File: config.mk
export PLATFORM = sky130hd
export DESIGN_NAME = rdyack_in_array
export DESIGN_NICKNAME = d
export VERILOG_FILES = /design/src/rtl/rdyack_in_array.sv
export SDC_FILE = /design/constraint.sdc
export NUM_CORES = 1
export LEC_CHECK = 0
export CAP_MARGIN = 10
export CORE_MARGIN = 10
export CORE_UTILIZATION = 35
export CTS_CLUSTER_DIAMETER = 120
export DETAILED_ROUTE_END_ITERATION = 16
export GPL_TIMING_DRIVEN = 0
export PLACE_DENSITY = 0.59
export SLEW_MARGIN = 20
export SYNTH_ARGS = -nofsm -noshare
export SYNTH_HDL_FRONTEND = slang
export SYNTH_SLANG_ARGS = --single-unit
File: constraint.sdc
create_clock -name clock -period 2.1 [get_ports clock]
set_clock_uncertainty 0.2 [all_clocks]
set_input_delay 0.42 -clock clock [delete_from_list [all_inputs] [get_ports clock]]
set_output_delay 0.42 -clock clock [all_outputs]
set_load 0.01 [all_outputs]
File: src/rtl/rdyack_in_array.sv
// Multi-channel level-transition event detector for the RDYIN/ACKIN interfaces.
// Each channel flags a pending event while its synchronised line differs from a local toggle counter.
module rdyack_in_array #(
  parameter int unsigned N_CH        = 4,
  parameter int unsigned SYNC_STAGES = 2,
  parameter int unsigned IDX_W       = (N_CH > 1) ? $clog2(N_CH) : 1
) (
  input  logic             clock,
  input  logic             reset,
  input  logic [N_CH-1:0]  linea,
  input  logic [N_CH-1:0]  beta,
  input  logic             beta_sel,
  output logic [N_CH-1:0]  rdyackin,
  output logic             sel_valid,
  output logic [IDX_W-1:0] sel_idx,
  output logic [N_CH-1:0]  err,
  output logic             init
);

  localparam int unsigned InitW = $clog2(SYNC_STAGES + 1);

  logic [N_CH-1:0]  sync_q [SYNC_STAGES];
  logic [N_CH-1:0]  sync_d [SYNC_STAGES];
  logic [N_CH-1:0]  cnt_q, cnt_d;
  logic [N_CH-1:0]  err_q, err_d;
  logic [InitW-1:0] init_left_q, init_left_d;

  logic [N_CH-1:0]  s, s_next;
  logic [N_CH-1:0]  pending;
  logic [N_CH-1:0]  consume;

  always_comb begin
    sync_d[0] = linea;
    for (int j = 1; j < int'(SYNC_STAGES); j++) begin
      sync_d[j] = sync_q[j-1];
    end
  end

  assign s      = sync_q[SYNC_STAGES-1];
  assign s_next = sync_d[SYNC_STAGES-1];

  assign init    = (init_left_q != '0);
  assign pending = (s ^ cnt_q) & {N_CH{~init}};

  // Priority encoder: scanning downwards leaves the lowest pending index.
  always_comb begin
    sel_valid = |pending;
    sel_idx   = '0;
    for (int i = int'(N_CH) - 1; i >= 0; i--) begin
      if (pending[i]) begin
        sel_idx = IDX_W'(i);
      end
    end
  end

  always_comb begin
    consume = '0;
    for (int i = 0; i < int'(N_CH); i++) begin
      consume[i] = beta[i] | (beta_sel & sel_valid & (sel_idx == IDX_W'(i)));
    end
  end

  always_comb begin
    cnt_d       = cnt_q;
    err_d       = err_q;
    init_left_d = init_left_q;
    if (init) begin
      // Track the line so levels present at reset never surface as events.
      cnt_d       = s_next;
      init_left_d = init_left_q - InitW'(1);
    end else begin
      cnt_d = cnt_q ^ (consume & pending);
      // Stray consume, or a second toggle arriving before the first was consumed.
      err_d = err_q | (consume & ~pending) | ((s_next ^ s) & pending & ~consume);
    end
  end

  always_ff @(posedge clock) begin
    if (reset) begin
      for (int j = 0; j < int'(SYNC_STAGES); j++) begin
        sync_q[j] <= linea;
      end
      cnt_q       <= linea;
      err_q       <= '0;
      init_left_q <= InitW'(SYNC_STAGES);
    end else begin
      for (int j = 0; j < int'(SYNC_STAGES); j++) begin
        sync_q[j] <= sync_d[j];
      end
      cnt_q       <= cnt_d;
      err_q       <= err_d;
      init_left_q <= init_left_d;
    end
  end

  assign rdyackin = pending;
  assign err      = err_q;

endmodule

Yosys cells after proc, flatten, opt, wreduce, memory -nomap -nowiden --
Memories as Yosys holds them, arrays and structs flattened. Cells that the tools add are included.
Word-level totals: memories 1, RAM bits 8, output and inout bits 12, bits of input ports 11, logic and storage cells 46, register bits after elaboration 10
Cells by class: add/sub/neg operators 1, reduce and logical (&&, ||, !) cells 3, eq/ne operators 3, multiplexer cells 11, bitwise operators 24
Memory list:
- sync_q | depth 2, width 4, rd ports 2, clocked after Yosys merged registers in 0, wr ports 2, line 22 | logic [N_CH-1:0] sync_q [SYNC_STAGES];
Operators with widths (number):
- 4-bit AND | 5
- 4-bit two-way mux | 4
- 4-bit bitwise XOR | 3
- 2-bit two-way mux | 4
- 4-bit NOT | 2
- 4-bit OR | 2
- 1-bit OR | 6
- 1-bit AND | 5
- 2-bit equality test, second input constant | 2
- 4-bit OR reduction | 1
- 1-bit two-way mux | 3
- 2-bit by 1-bit equality test with 1-bit output, second input constant | 1
- 2-bit logical NOT | 1
- 2-bit nonzero test | 1
- 2-bit by 1-bit subtractor with 2-bit output, second input constant | 1
- 1-bit NOT | 1

Longest topological paths before layout --
Gate-level depths: netlist of the first run.
depth in word-level cells 14, gate-level depth with buffers 8, depth with buffers taken out 6

Least setup slack after synthesis of the first run --
No wires, ideal clock.
kind flip-flop to output port, from reg init_left_q[0], to out sel_idx[0], path buffers 1, slack 100 ps, arrival 1380 ps, stages on the path, launching flop included 8, data required time 1480 ps, cell sequence dfxtp_1 > inv_1 > ha_1 > buf_4 > clkinv_1 > nor2_1 > nand2_1 > a21oi_1
On the way: longest elaborated chain between the ends 7
Ends and longest elaborated chain:
- start, declared | line 26 | logic [InitW-1:0] init_left_q, init_left_d;
- start signal, assigned | line 85 | init_left_q <= InitW'(SYNC_STAGES);
- start signal, assigned | line 92 | init_left_q <= init_left_d;
- 2-bit nonzero test | line 42 | assign init = (init_left_q != '0);
- net init | line 17 | output logic init
- 1-bit NOT | line 43 | assign pending = (s ^ cnt_q) & {N_CH{~init}};
- 4-bit AND | line 43
- net rdyackin[3] | line 13 | output logic [N_CH-1:0] rdyackin,
- 2-bit two-way mux (4 in series) | line 50 | if (pending[i]) begin
- end, declared | line 15 | output logic [IDX_W-1:0] sel_idx,
The timed path passes the listed nets, and every way through them passes these cells.

Worst setup path in the final report of the first run --
from reg init_left_q[1], to out sel_idx[0]
On the way: longest elaborated chain between the ends 7
Ends and longest elaborated chain (line):
- 2-bit nonzero test * | 42
- 1-bit NOT * | 43
- 4-bit AND * | 43
- 2-bit two-way mux (3 in series) | 50
- 2-bit two-way mux * | 50
Mark *: on every way between the ends. The rest lies on a longest branch, timed or not.

==> results of run 1 <==
## area by class of cell
type | instances | area, um^2 | area share, %
multi-input combinational | 75 | 558.0 | 42.19
sequential | 18 | 365.4 | 27.63
timing repair buffer | 26 | 224.0 | 16.93
buffer | 6 | 60.06 | 4.541
inverter | 9 | 41.29 | 3.122
tap | 30 | 37.54 | 2.838
clock buffer | 4 | 36.28 | 2.744
## cell families after synthesis
| kind of cell | share of synthesized area (%) |
|---|---|
| mux | 4.388 |
| xor+xnor | 8.113 |
| simple gates | 17.69 |
| flops | 38.30 |
| compound gates | 21.81 |
| buf+inv | 8.377 |
| fa+ha+maj | 1.330 |
## flip-flops by register name (all words and copies together) (netlist names)
signal,cells
cnt_q,4
err,4
sync_q,8
init_left_q,2
## worst max-delay path, stage by stage, from the launching register on
cell and delay [ns]:
dfxtp_1 0.31, inv_1 0.06, ha_2 0.17, buf_6 0.14, inv_8 0.05, nor2_4 0.09, nand2_2 0.06, a21oi_2 0.11
buf_2 0.14
## power by group through the flow
stage | Combinational (mW) | Sequential (mW) | Clock [mW]
finish | 0.616 | 0.457 | 0.214
global route | 0.684 | 0.467 | 0.243
floorplan | 0.305 | 0.456 | 0
detailed placement | 0.513 | 0.456 | 0
CTS | 0.540 | 0.452 | 0.224
global placement | 0.512 | 0.454 | 0
## what timing repair did
action | in CTS | in global routing
setup buffers | 1 | 4
pin swaps | 0 | 5
endpoints found under the setup margin | 8 | 6
resized for setup | 30 | 16
## worst min path at each step
stage                             start  cells past startpoint  slack, ns                          end
detailed placement  err[0]$_SDFFE_PP0N_                      2       0.26          err[0]$_SDFFE_PP0N_
global placement    err[0]$_SDFFE_PP0N_                      2       0.26          err[0]$_SDFFE_PP0N_
finish                            reset                      2       0.17  init_left_q[1]$_SDFFE_PP1P_
floorplan                      linea[0]                      0       0.25         sync_q[0][0]$_DFF_P_
global route                      reset                      2       0.17  init_left_q[1]$_SDFFE_PP1P_
CTS                               reset                      2       0.17  init_left_q[1]$_SDFFE_PP1P_
## cells in the final DEF (no fill, tap or decap), drive strengths merged
cell type,instances
and2b,1
dlygate4sd2,3
a211o,1
dfxtp,18
mux2,1
or4b,1
xor2,3
nand2,9
mux2i,3
or2,1
or3,1
buf,13
nand2b,5
nor4b,1
clkdlybuf4s50,13
o22ai,1
clkbuf,6
o21ai,8
xnor2,4
clkdlybuf4s15,1
a31oi,4
nand4b,1
nand3,1
o221ai,2
nor3,1
o211ai,1
a211oi,2
inv,9
ha,1
o311ai,3
a21oi,8
and3,1
a21o,1
a2111o,1
nor2,7
nand3b,1
## metrics by stage
| stage | power [mW] | setup TNS (ns) |
|---|---|---|
| after floorplan | 0.7604 | 0 |
| after global placement | 0.9663 | -1.587 |
| after detailed placement | 0.9695 | -1.584 |
| after CTS | 1.216 | -0.07424 |
| after global routing | 1.395 | -0.1245 |
| final | 1.287 | 0 |
## per-layer routing
layer	vias up	routed length (um)	track usage, %
li1	442	-	-
met1	392	984	11.09
met2	16	1028	13.82
met3	4	194	5.234
met4	0	24	1.935
met5	-	0	0
==> flow_summary_export.csv, run 1 <==
group,metric,value,unit
status,status,"complete, no violations",
timing,holdWs,0.1749,ns
placed_design,io_buffers,21,
critical_path,cp-end-kind,"primary output",
global_routing,grt_max_degree,11,
critical_path,crit_fanout,7,
route,viasPerCell,5.083,
synthesis,synth-edff-count,0,
critical_path,crit_type,"register to primary output",
timing,worstMarginPinSlew,0.4731,ns
hold_path,hold_class,"input pin to register",
critical_path,startpoint,"init_left_q[1]$_SDFFE_PP1P_",
clock_tree,numCtsBuffers,3,
clock_tree,clockBufferDepth,2,
synthesis,yosysTopAreaCellShare,38.30,%
synthesis,avgSynthCellArea,8.712,um^2
clock_tree,cts-root-buf,"clkbuf_4",
synthesis,yosysWarningCount,0,
timing,rsz0062_at_grt,"yes",
clock_tree,clk_latency,0.30,ns
timing,max_slew_margin,68.46,%
run,drv_cap,0,
placed_design,gpl.final_weighted_congestion,0.7768,
floorplan,die_y,71.85,um
synthesis,synth_nets,120,
floorplan,rows,18,
critical_path,rr_worst_depth,9,
synthesis,yosysMostFrequentCell,"dfxtp_1",
floorplan,design.core.area,2522,um^2
clock_tree,cts.sink_count,18,
synthesis,synth.distinct_cells,43,
synthesis,yosysTopAreaCell,"dfxtp_1",
critical_path,required,1.48,ns
critical_path,timing.rr.end,"cnt_q[3]$_DFF_P_",
clock_tree,clk_pin_slew,0.10,ns
floorplan,die_area,5162,um^2
critical_path,worstPathArrival,1.43,ns
clock_tree,htree_levels,1,
route,drt-wirelength-per-cell,13.28,um
pwr,power.density,973.2,nW/um^2
critical_path,cp-start-kind,"register",
pwr,seqPwrFrac,35.5,%
pwr,leakage,0.5462,nW
synthesis,synth_area_leaders,"dfxtp_1 (38%), a21oi_1 (4.3%), o21ai_0 (3.7%)",
layout,nFillCells,259,
layout,stdcell_count,168,
placed_design,dp_cells,159,
route,drcViolationCount,0,
placed_design,post-place-ws,-0.3964,ns
floorplan,num_io_pins,23,
timing,clock.fmax,488.8,MHz
pwr,pwr-share-comb,47.8,%
placed_design,placed_area,1189,um^2
route,postRouteAntennaNets,0,
synthesis,yosysSeqAreaShare,38.30,%
global_routing,grt_pass1_wl,3.919,mm
clock_tree,cts_tree,"done",
layout,fin_util,52.43,%
clock_tree,cts_hold_repair.buffers,0,
floorplan,start_util,37.30,%
layout,stdcell_area,1323,um^2
pwr,switching_power,0.4619,mW
layout,drive_gt1_share,29.71,%
pwr,internal-power,0.8252,mW
synthesis,ys_ff_latch,18,
layout,nets,151,
floorplan,die_x,71.85,um
placed_design,dp_hpwl,1.640,mm
critical_path,r2r_slack,0.10,ns
synthesis,ys.flop_type,"dfxtp_1",
synthesis,synth_commonest_cells,"dfxtp_1 (18), nand2_1 (9), a21oi_1 (8)",
critical_path,crit_end,"sel_idx[0]",
timing,fin_crit_sh,97.42,%
pwr,pwr-share-clk,16.6,%
timing,fin_crit,2.046,ns
critical_path,reg2reg_from,"init_left_q[1]$_SDFFE_PP1P_",
route,drt-total-wl,2.231,mm
synthesis,syn-instance-count,108,
route,drt_first_pass_iters,4,
global_routing,grt_use_total,9.190,%
timing,maxSlewViolCount,0,
timing,finalSetupViolCount,0,
layout,n_antenna_cell,0,
pwr,irDropWorstVdd,0.5943,mV
layout,syn_to_final_growth,40.56,%
global_routing,grt_overflow_total,0,
synthesis,ys_async_sr_fraction,0,%
route,initialDrtViolationCount,67,
pwr,switching_share,35.88,%
global_routing,grt_pass1_vias,813,
timing,setup_ws,0.05427,ns
route,routed-via-count,854,
timing,finalHoldViolCount,0,
global_routing,antenna_found_initial,0,
synthesis,syn_area,940.9,um^2
(Power assumes the default switching activity.)
==> run 2, diff against run 1 <==
- GPL_ROUTABILITY_DRIVEN: unset -> 0
==> results of run 2 <==
No change in the layout: final DEF, timing and power equal those of run 1.
